--- src/rtl/pe_oob_cfg_decoder.sv ---
// pe_oob_cfg_decoder
//   Parses the OOB configuration stream from the stack interface into a
//   single PE configuration record: tag, streaming-op opcode, lane mask and
//   operand count. The record is handed to PE control over a valid/ready
//   handshake. The decoder back-pressures the stack interface while a record
//   is pending. Malformed or unknown packets are discarded.
//
// Optional build macro: PE_OOB_CFG_DEC_ERR_CNT_EN
//   When defined, this adds a saturating 8-bit drop counter
//   (dec__cntl__drop_count) and a synchronous clear input
//   (cntl__dec__drop_count_clr).
//
// Ports:
//   clk, reset_poweron               clock, async active-low reset
//   sti__cntl__oob_cntl/valid/type/data  OOB beat in (01 SOP, 00 MOP, 10 EOP, 11 SOM)
//   cntl__sti__oob_ready             registered beat-accept
//   dec__cntl__cfg_valid/cntl__dec__cfg_ready  record handshake
//   dec__cntl__cfg_tag/op/lane_mask/num_operands  record fields
//   dec__cntl__drop_pulse            one-cycle pulse per discarded packet
module pe_oob_cfg_decoder #(
  parameter int unsigned             OOB_DATA_W    = 32,
  parameter int unsigned             OOB_TYPE_W    = 4,
  parameter int unsigned             NUM_LANES     = 32,
  parameter logic [OOB_TYPE_W-1:0]   CFG_TYPE_STOP = OOB_TYPE_W'(1)
) (
  input  logic                  clk,
  input  logic                  reset_poweron,
  input  logic [1:0]            sti__cntl__oob_cntl,
  input  logic                  sti__cntl__oob_valid,
  output logic                  cntl__sti__oob_ready,
  input  logic [OOB_TYPE_W-1:0] sti__cntl__oob_type,
  input  logic [OOB_DATA_W-1:0] sti__cntl__oob_data,
  output logic                  dec__cntl__cfg_valid,
  input  logic                  cntl__dec__cfg_ready,
  output logic [7:0]            dec__cntl__cfg_tag,
  output logic [7:0]            dec__cntl__cfg_op,
  output logic [NUM_LANES-1:0]  dec__cntl__cfg_lane_mask,
  output logic [15:0]           dec__cntl__cfg_num_operands,
  output logic                  dec__cntl__drop_pulse
`ifdef PE_OOB_CFG_DEC_ERR_CNT_EN
  ,
  input  logic                  cntl__dec__drop_count_clr,
  output logic [7:0]            dec__cntl__drop_count
`endif
);

  typedef enum logic [1:0] {S_IDLE, S_BODY, S_DROP, S_HOLD} state_t;

  state_t               r_state, w_next;
  logic [1:0]           r_beat_cnt, w_beat_cnt_nxt;
  logic                 r_ready;
  logic                 r_drop;
  logic                 w_drop, w_ld_hdr, w_ld_mask, w_commit;
  logic                 w_xfer, w_sop, w_mop, w_eop, w_cfg_type;
  logic [7:0]           r_sh_tag, r_sh_op;
  logic [NUM_LANES-1:0] r_sh_mask;
  logic [7:0]           r_tag, r_op;
  logic [NUM_LANES-1:0] r_mask;
  logic [15:0]          r_nops;

  assign w_xfer     = sti__cntl__oob_valid & r_ready;
  assign w_sop      = (sti__cntl__oob_cntl == 2'b01);
  assign w_mop      = (sti__cntl__oob_cntl == 2'b00);
  assign w_eop      = (sti__cntl__oob_cntl == 2'b10);
  assign w_cfg_type = (sti__cntl__oob_type == CFG_TYPE_STOP);

  // State register
  always_ff @(posedge clk or negedge reset_poweron) begin
    if (!reset_poweron) begin
      r_state    <= S_IDLE;
      r_beat_cnt <= '0;
    end else begin
      r_state    <= w_next;
      r_beat_cnt <= w_beat_cnt_nxt;
    end
  end

  // Next-state logic
  always_comb begin
    w_next         = r_state;
    w_beat_cnt_nxt = r_beat_cnt;
    w_drop         = 1'b0;
    w_ld_hdr       = 1'b0;
    w_ld_mask      = 1'b0;
    w_commit       = 1'b0;
    unique case (r_state)
      S_IDLE: begin
        if (w_xfer) begin
          if (w_sop && w_cfg_type) begin
            w_ld_hdr       = 1'b1;
            w_next         = S_BODY;
            w_beat_cnt_nxt = 2'd1;
          end else if (w_sop) begin
            w_drop = 1'b1;
            w_next = S_DROP;
          end else begin
            w_drop = 1'b1;
          end
        end
      end
      S_BODY: begin
        if (w_xfer) begin
          if (w_sop) begin
            // Abandon the current packet and treat this SOP as a fresh start.
            w_drop = 1'b1;
            if (w_cfg_type) begin
              w_ld_hdr       = 1'b1;
              w_beat_cnt_nxt = 2'd1;
            end else begin
              w_next = S_DROP;
            end
          end else if (r_beat_cnt == 2'd1 && w_mop) begin
            w_ld_mask      = 1'b1;
            w_beat_cnt_nxt = 2'd2;
          end else if (r_beat_cnt == 2'd2 && w_eop) begin
            w_commit = 1'b1;
            w_next   = S_HOLD;
          end else begin
            w_drop = 1'b1;
            w_next = w_eop ? S_IDLE : S_DROP;
          end
        end
      end
      S_DROP: begin
        if (w_xfer && w_eop) w_next = S_IDLE;
      end
      S_HOLD: begin
        if (cntl__dec__cfg_ready) w_next = S_IDLE;
      end
      default: w_next = S_IDLE;
    endcase
    if (w_next != S_BODY) w_beat_cnt_nxt = '0;
  end

  // Output logic
  always_comb begin
    dec__cntl__cfg_valid = (r_state == S_HOLD);
    cntl__sti__oob_ready = r_ready;
    dec__cntl__drop_pulse = r_drop;
  end

  // Header and mask fields are staged in shadow registers and only copied to
  // the visible record on a good EOP, so a truncated packet leaves the
  // previous record intact.
  always_ff @(posedge clk or negedge reset_poweron) begin
    if (!reset_poweron) begin
      r_ready   <= 1'b0;
      r_drop    <= 1'b0;
      r_sh_tag  <= '0;
      r_sh_op   <= '0;
      r_sh_mask <= '0;
      r_tag     <= '0;
      r_op      <= '0;
      r_mask    <= '0;
      r_nops    <= '0;
    end else begin
      r_ready <= (w_next != S_HOLD);
      r_drop  <= w_drop;
      if (w_ld_hdr) begin
        r_sh_tag <= sti__cntl__oob_data[15:8];
        r_sh_op  <= sti__cntl__oob_data[7:0];
      end
      if (w_ld_mask) r_sh_mask <= sti__cntl__oob_data[NUM_LANES-1:0];
      if (w_commit) begin
        r_tag  <= r_sh_tag;
        r_op   <= r_sh_op;
        r_mask <= r_sh_mask;
        r_nops <= sti__cntl__oob_data[15:0];
      end
    end
  end

  assign dec__cntl__cfg_tag          = r_tag;
  assign dec__cntl__cfg_op           = r_op;
  assign dec__cntl__cfg_lane_mask    = r_mask;
  assign dec__cntl__cfg_num_operands = r_nops;

`ifdef PE_OOB_CFG_DEC_ERR_CNT_EN
  logic [7:0] r_drop_cnt;

  always_ff @(posedge clk or negedge reset_poweron) begin
    if (!reset_poweron) begin
      r_drop_cnt <= '0;
    end else if (cntl__dec__drop_count_clr) begin
      r_drop_cnt <= '0;
    end else if (r_drop && r_drop_cnt != 8'hFF) begin
      r_drop_cnt <= r_drop_cnt + 8'd1;
    end
  end

  assign dec__cntl__drop_count = r_drop_cnt;
`endif

endmodule
--- config.mk ---
export PLATFORM = sky130hd
export DESIGN_NAME = pe_oob_cfg_decoder
export DESIGN_NICKNAME = d
export VERILOG_FILES = /design/src/rtl/pe_oob_cfg_decoder.sv
export SDC_FILE = /design/constraint.sdc
export NUM_CORES = 1
export LEC_CHECK = 0
export CAP_MARGIN = 20
export CORE_ASPECT_RATIO = 0.75
export CORE_MARGIN = 1.5
export CORE_UTILIZATION = 35
export DETAILED_ROUTE_END_ITERATION = 10
export PLACE_DENSITY = 0.61
export SLEW_MARGIN = 25
export SYNTH_ARGS = -nofsm -noshare
export SYNTH_HDL_FRONTEND = slang
export SYNTH_SLANG_ARGS = --single-unit
--- constraint.sdc ---
create_clock -name clk -period 2.05 [get_ports clk]
set_clock_uncertainty 0.2 [all_clocks]
set_input_delay 0.5125 -clock clk [delete_from_list [all_inputs] [get_ports clk]]
set_output_delay 0.5125 -clock clk [all_outputs]
set_load 0.005 [all_outputs]
; ---- After elaboration in Yosys (flattened, before gate mapping)
; Cells that the tools add are included.
[classes]
eq_ne = 15
mux = 42
bitwise_logic = 1
n_reduce_logical = 8
[op_table]
columns = cell, n
row1 = $mux W2, 18
row2 = $mux W1, 20
row3 = $ne A3 B3 Y1 const B, 3
row4 = $eq A2 B2 Y1 const B, 4
row5 = $ne A4 B4 Y1 const B, 2
row6 = $pmux W2 S4, 1
row7 = $eq A2 B1 Y1 const B, 3
row8 = $reduce_and A6 Y1, 1
row9 = $eq A4 B1 Y1 const B, 1
row10 = $logic_and A1 B1 Y1, 4
row11 = $logic_not A2 Y1, 2
row12 = $pmux W1 S2, 2
row13 = $pmux W2 S2, 1
row14 = $reduce_bool A3 Y1, 1
row15 = $ne A2 B1 Y1 const B, 1
row16 = $ne A2 B2 Y1 const B, 1
row17 = $and A1 B1 Y1, 1
[totals]
reg_bits = 118
inputBits = 42
output_inout_bits = 67
wordCells = 77

; ---- Logic depth before layout (Yosys ltp)
; Gate-level depths: netlist of run 1.
[depth]
ltp_word = 10
ltp_mapped = 6
mapped_depth_nobuf = 4

; ---- Worst setup path after synthesis of run 1
; No wires, ideal clock.
[synth_path]
path_type = input-to-reg
from = input port sti__cntl__oob_valid
to = register r_sh_op[7]
setup_ps = 125
t_arrival_ps = 1527
t_required_ps = 1725
slack_ps = 199
stages = 5
n_path_buf = 2
cell_sequence = and3b_1 > buf_4 > nand4_4 > buf_2 > mux2_2
[synth_via]
elab_chain_cells = 3
word_cells_on_any_way = 4
cone_classes = mux: 3 / bitwise: 1
[synth_lines]
columns = element, line
row1 = from (decl), 29  ; input logic sti__cntl__oob_valid,
row2 = $and A1 B1 Y1 *, 61  ; assign w_xfer = sti__cntl__oob_valid & r_ready;
row3 = "$mux W1, on equally long branches", "102, 88"
row4 = $pmux W1 S2 *, 86  ; unique case (r_state)
row5 = to (signal assigned), 161  ; r_sh_op <= sti__cntl__oob_data[7:0];
row6 = to (decl), 55  ; logic [7:0] r_sh_tag, r_sh_op;
; Every way passes the cells marked *; elsewhere a longest branch is shown, timed or not.
; A chain may end at the register's enable or synchronous reset.

; ---- Worst setup path in the final report of run 1
[layout_path]
from = register r_ready, in the netlist cntl__sti__oob_ready
to = output port cntl__sti__oob_ready
[layout_lines]
columns = element, line
row1 = from (decl), 51  ; logic r_ready;
row2 = from (signal assigned), 157  ; r_ready <= (w_next != S_HOLD);
row3 = to (decl), 30  ; output logic cntl__sti__oob_ready,
; No word-level cell between the ends.

==> flow_metrics.env, run 1 <==
export IMPL_grt_pass1_vias=2969
export IMPL_clockBufferDepth=2
export IMPL_synthToLayoutAreaGrowth_pct=46.1
export IMPL_io_buffers=108
export IMPL_nFillCells=1048
export IMPL_status="finished, final reports clean"
export IMPL_diodes=0
export IMPL_tns_ns=0
export IMPL_vias=2855
export IMPL_end_kind="output port"
export IMPL_ys_warnings_count=0
export IMPL_path_clk_slew_ns=0.06
export IMPL_synth_edf_count=0
export IMPL_cp_required_ns=1.34
export IMPL_clk_latency_ns=0.41
export IMPL_holdWs_ns=0.280
export IMPL_rrSetupSlack_ns=0.09
export IMPL_drt_iter0_markers=139
export IMPL_crit_start="cntl__sti__oob_ready"
export IMPL_min_period_ns=1.99
export IMPL_netlist_area_um2=4570
export IMPL_worstMarginPinSlew_ns=0.321
export IMPL_startpoint_type="register"
export IMPL_num_rows=35
export IMPL_postRouteAntennaNets=0
export IMPL_cts_max_level=4
export IMPL_max_slew_margin=0.786
export IMPL_max_freq_ghz=0.502
export IMPL_vdd_drop_max_mv=0.575
export IMPL_hp_class="register to register"
export IMPL_crit_path_top_delay_cell="clkdlybuf4s50_1"
export IMPL_rr_endpoint="r_beat_cnt[1]"
export IMPL_drc_errors=0
export IMPL_worstPathMaxFanout=2
export IMPL_grt_use_total=0.152
export IMPL_root_buffer="clkbuf_16"
export IMPL_synth_seq_cells=118
export IMPL_drive_above_1_share=0.395
export IMPL_gp_congestion=0.839
export IMPL_drt_pass1_iterations=4
export IMPL_synth_fp_nets=322
export IMPL_reg2reg_from="r_state[1]"
export IMPL_avgViaCountPerCell=4.77
export IMPL_holdPathStages=1
export IMPL_async_reset_ff_frac=1.00
export IMPL_start_util=0.365
export IMPL_ys_seq_area_frac=0.646
export IMPL_dieArea_um2=13800
export IMPL_setup_viol=0
export IMPL_critPathBufInv=1
export IMPL_max_cap_violations=0
export IMPL_min_to="dec__cntl__cfg_lane_mask[9]"
export IMPL_nets=462
export IMPL_worstPathCellList="clkdlybuf4s50_1"
export IMPL_fin_util=0.533
export IMPL_synthFlopType="dfrtp_1"
export IMPL_power_density_nw_per_um2=873
export IMPL_fin_crit_sh=0.972
export IMPL_synth_top_cell_area_share=0.646
export IMPL_hold_viol_final=0
export IMPL_grt_max_degree=60
export IMPL_top_level_ports=109
export IMPL_grt_setup_unrepaired="no"
export IMPL_antenna_found_initial=0
export IMPL_synth_top_cell_by_area="dfrtp_1"
export IMPL_design_core_area_um2=12500
export IMPL_wirelength_um=9730
export IMPL_critPathMaxStageDelay_ns=0.52
export IMPL_fp_dieW_um=135
export IMPL_synth_area_leaders="dfrtp_1 (65%), mux2_2 (26%), mux2_1 (1.2%), buf_2 (1.1%), nor4b_4 (0.52%)"
export IMPL_hpwl_um=6380
export IMPL_holdCritStartpoint="r_sh_mask[9]"
export IMPL_clock_sinks=118
export IMPL_die_h_um=102
export IMPL_path_class="register to output port"
export IMPL_synth_cell_type_count=33
export IMPL_p_leak_uw=0.00343
export IMPL_cts_tree="yes"
export IMPL_syn_instance_count=280
export IMPL_cts_buffers=17
export IMPL_grt_pass1_wl_um=15600
export IMPL_slew_violations=0
export IMPL_post_drt_wl_per_cell_um=16.2
export IMPL_syn_area_per_cell_um2=16.3
export IMPL_crit_arrival_ns=1.28
export IMPL_critPathTopFamily="buffers and inverters"
export IMPL_grt_overflow=0
export IMPL_ff2ff_path_depth=5
## per-stage QoR
step	std cells	cell area, um^2	setup WS, ns	total power (uW)
after global placement	563	6020	-0.395	2880
after floorplan	280	4570	0.199	2640
after detailed placement	563	6020	-0.398	2900
after global routing	599	6680	0.00234	6100
after CTS	599	6640	0.0102	5920
final	599	6680	0.0575	5830
## worst max-delay path by stage
stage | depth (start not counted) | endpoint | slack (ns)
final | 1 | cntl__sti__oob_ready | 0.06
after global routing | 1 | dec__cntl__cfg_op[7] | 0.002
after CTS | 1 | dec__cntl__cfg_lane_mask[6] | 0.01
after detailed placement | 6 | r_sh_op[4] | -0.40
after global placement | 6 | r_sh_tag[4] | -0.40
after floorplan | 5 | r_sh_op[7] | 0.20
## registers in the layout, summed over array words and instances, names as in the netlist
register                     count
cntl__sti__oob_ready             1
dec__cntl__cfg_lane_mask        32
dec__cntl__cfg_num_operands     16
dec__cntl__cfg_op                8
dec__cntl__cfg_tag               8
dec__cntl__drop_pulse            1
r_beat_cnt                       2
r_sh_mask                       32
r_sh_op                          8
r_sh_tag                         8
r_state                          2
## where the power goes
part	internal, uW	switching, uW	total [uW]
combinational	246	192	438
clock	1910	1030	2940
sequential	2410	40.5	2450
## Yosys cell counts (2+ instances only)
library cell    n
nand2_1         6
inv_1           2
a31oi_1         2
a41o_1          2
dfrtp_1       118
nor2_1          2
mux2_1          5
and2_1          2
nor2b_1         2
mux2_2        107
buf_2          10
## cells in the final DEF (no fill, tap or decap), types with 2 or more instances in the layout
master	n
nand2_1	6
bufinv_16	3
clkinv_4	4
clkinv_2	3
clkdlybuf4s50_1	95
nor2b_1	2
and2_1	2
dlymetal6s2s_1	11
mux2_1	5
dfrtp_1	117
nor2_1	2
buf_12	5
a31oi_1	2
clkbuf_1	3
clkinvlp_4	2
mux2_2	107
clkbuf_16	17
inv_1	2
a41o_1	2
buf_4	20
## cell type report
type                    instances  area [um^2]  share of cell area
repair buffers                133         1360               0.203
flip-flops and latches        118         2950               0.442
inverters                       2         7.51             0.00112
well taps                     166          208              0.0311
clock buffers                  20          437              0.0654
multi-input cells             148         1560               0.234
clock inverters                12          155              0.0232
## layer usage
layer | GRT usage | share of wire | vias up
li1 | - | - | 1296
met3 | 0.0784 | 0.090 | 9
met4 | 0.0538 | 0.0065 | 0
met5 | 0 | 0 | -
met1 | 0.192 | 0.45 | 1462
met2 | 0.225 | 0.46 | 88
## logic make-up (layout without fill, tap and decap cells)
group | Yosys count | count (layout) | share of synthesized area
simple gates | 26 | 26 | 0.0468
compound gates | 10 | 10 | 0.0170
mux | 112 | 112 | 0.276
flops | 118 | 118 | 0.646
buf+inv | 14 | 167 | 0.0150
## what timing repair did
action,4_1_cts,5_1_grt
setup endpoints to repair,2,34
setup buffers,3,0
hold buffers,1,0
gates resized for setup,2,14
hold endpoints to repair,118,0
pin swaps,0,2
No activity file was read; power rests on OpenSTA's default activity.
==> inputs of run 2 (changes only) <==
ABC_AREA = 1   (was default)
CAP_MARGIN = default   (was 20)
PLACE_DENSITY = 0.6   (was 0.61)
==> run 2 against run 1 <==
  * Largest power group is now sequential cells
  * Hold slack improved by 0.0043 ns
  * First-iteration DRC count increased by 34%
  * Worst setup slack got worse by 0.019 ns
  * Highest routed layer unchanged
  * Sequential power increased by 13%
  * Power increased by 16%
  * Clock power decreased by 7.5%
  * Maximum frequency decreased by 0.94%
==> flow_metrics.env, run 2 <==
export IMPL_status="finished, final reports clean"
export IMPL_top_level_ports=109
export IMPL_worstMarginPinSlew_ns=0.343
export IMPL_crit_cells=1
export IMPL_end_kind="output port"
export IMPL_synth_area_leaders="dfrtp_1 (63%), nand2_1 (7.6%), inv_1 (5.6%), o21ai_1 (5.1%), mux2_4 (5.1%)"
export IMPL_synth_top_cell_by_area="dfrtp_1"
export IMPL_p_leak_uw=0.00348
export IMPL_power_density_nw_per_um2=1000
export IMPL_wirelength_um=9890
export IMPL_synth_compound_area_frac=0.107
export IMPL_fp_dieW_um=137
export IMPL_cts_max_level=4
export IMPL_fin_crit_sh=0.981
export IMPL_post_drt_wl_per_cell_um=12.5
export IMPL_diodes=0
export IMPL_cts_tree="yes"
export IMPL_root_buffer="clkbuf_16"
export IMPL_io_buffers=108
export IMPL_postRouteAntennaNets=0
export IMPL_die_h_um=104
export IMPL_path_class="register to output port"
export IMPL_max_freq_ghz=0.497
export IMPL_min_period_ns=2.01
export IMPL_fin_util=0.519
export IMPL_mostFrequentLayoutCell="dfrtp_1"
export IMPL_synth_fp_nets=513
export IMPL_synthToLayoutAreaGrowth_pct=43.7
export IMPL_grt_pass1_wl_um=17000
export IMPL_finalPower_uw=6780
export IMPL_critPathTopFamily="buffers and inverters"
export IMPL_critPathBufInv=1
export IMPL_fin_cells=792
export IMPL_synth_simple_area_share=0.130
export IMPL_muxShareOfSynthArea=0.0509
export IMPL_yosysMostFrequentCell="dfrtp_1"
export IMPL_drive_above_1_share=0.148
export IMPL_setup_viol=0
export IMPL_clockBufferDepth=2
export IMPL_syn_area_per_cell_um2=10.0
export IMPL_clock_sinks=118
export IMPL_synth_edf_count=0
export IMPL_drt_pass1_iterations=4
export IMPL_tns_ns=0
export IMPL_critPathMaxStageDelay_ns=0.51
export IMPL_clk_latency_ns=0.41
export IMPL_final_cell_mix="dfrtp_1 (118), clkdlybuf4s50_1 (98), nand2_1 (96)"
export IMPL_drc_errors=0
export IMPL_antenna_found_initial=0
export IMPL_hp_class="register to register"
export IMPL_crit_path_top_delay_cell="clkdlybuf4s50_1"
export IMPL_nFillCells=1178
export IMPL_synth_seq_cells=118
export IMPL_synthFlopType="dfrtp_1"
export IMPL_dpl_cell_count=756
export IMPL_drt_iter0_markers=186
export IMPL_cp_required_ns=1.34
export IMPL_slew_violations=0
export IMPL_nets=650
export IMPL_syn_instance_count=471
export IMPL_dieArea_um2=14200
export IMPL_ys_warnings_count=0
export IMPL_rrSetupSlack_ns=0.30
export IMPL_ff2ff_path_depth=7
export IMPL_grt_setup_unrepaired="no"
export IMPL_num_rows=36
export IMPL_grt_pass1_vias=3588
export IMPL_worstPathCellList="clkdlybuf4s50_1"
export IMPL_path_clk_slew_ns=0.06
export IMPL_setup_ws_ns=0.0386
export IMPL_hpwl_um=6840
export IMPL_grt_use_total=0.153
export IMPL_vias=3472
export IMPL_async_reset_ff_frac=1.00
export IMPL_start_util=0.361
export IMPL_holdPathStages=2
export IMPL_hold_viol_final=0
export IMPL_ys_seq_area_frac=0.626
export IMPL_avgViaCountPerCell=4.38
export IMPL_grt_max_degree=47
export IMPL_max_slew_margin=0.771
export IMPL_synth_top_family_by_area="simple AND/OR/NAND/NOR gates"
export IMPL_place_ws_ns=-0.211
export IMPL_vdd_drop_max_mv=0.613
export IMPL_gp_congestion=0.825
export IMPL_grt_overflow=0
export IMPL_max_cap_violations=0
export IMPL_netlist_area_um2=4720
export IMPL_worstPathMaxFanout=2
export IMPL_synth_cell_type_count=25
export IMPL_design_core_area_um2=13100
export IMPL_startpoint_type="register"
export IMPL_crit_arrival_ns=1.30
export IMPL_synth_commonest_cells="dfrtp_1 (118), nand2_1 (96), inv_1 (70), o21ai_1 (48), o21ai_0 (34)"
export IMPL_synth_top_cell_area_share=0.626
export IMPL_synth_xor_area_share=0
export IMPL_cts_buffers=17
export IMPL_synthAdderAreaFrac=0
run 2: cell types whose count changed after synthesis, sizes merged, moves of 6 or more:
cell,previous run,this run
nand3,3,9
buf,11,18
o21ai,1,82
nand2,6,98
a21oi,1,16
nor2,2,30
mux2,112,16
inv,2,74
run 2: worst paths after layout:
kind	to	startpoint
max	dec__cntl__cfg_op[2]	dec__cntl__cfg_op[2]
min	r_sh_mask[9]	r_sh_mask[9]
max reg2reg	dec__cntl__cfg_lane_mask[1]	r_state[1]
min reg2reg	r_sh_mask[9]	r_sh_mask[9]
max in group asynchronous	dec__cntl__cfg_lane_mask[19]	reset_poweron
min in group asynchronous	dec__cntl__cfg_lane_mask[10]	reset_poweron
run 2: tightest hold or removal path: stages (launching register included):
cell,delay [ns]
dfrtp_1,0.34
nand2_1,0.05
o21ai_0,0.06
run 2: cell type report:
cell class                 instances  area [um^2]  share of cell area
sequential                       118         2950               0.436
inverter                          75          283              0.0417
timing repair buffer             139         1420               0.210
tap                              171          214              0.0316
clock buffer                      17          425              0.0628
multi-input combinational        257         1360               0.201
clock inverter                    15          121              0.0179
run 2: kinds of logic after synthesis:
family | Yosys count
flops | 118
mux | 16
simple gates | 141
buf+inv | 96
compound gates | 100
run 2: through the flow:
step | instance area, um^2 | hold slack, ns
floorplan | 4720 | 0.0169
global placement | 6180 | 0.240
detailed placement | 6180 | 0.245
CTS | 6750 | 0.290
global route | 6780 | 0.306
finish | 6780 | 0.284
run 2: timing repair:
item	in CTS	in global routing
gates cloned	0	0
gates resized for setup	1	8
setup endpoints to repair	1	9
hold endpoints to repair	21	0
buffers inserted	2	1
hold buffers	1	0
run 2: power breakdown:
part / internal (uW) / switching, uW
combinational: 721 / 560
clock: 1570 / 1150
sequential: 2630 / 151
total: 4920 / 1860
run 2: per-layer routing:
| metal | track usage | share of wire | wire length [um] | up-vias |
|---|---|---|---|---|
| met1 | 0.210 | 0.48 | 4710 | 1609 |
| met2 | 0.228 | 0.45 | 4490 | 88 |
| li1 | - | - | - | 1756 |
| met5 | 0 | 0 | 0 | - |
| met3 | 0.0445 | 0.053 | 520 | 19 |
| met4 | 0.0617 | 0.018 | 181 | 0 |
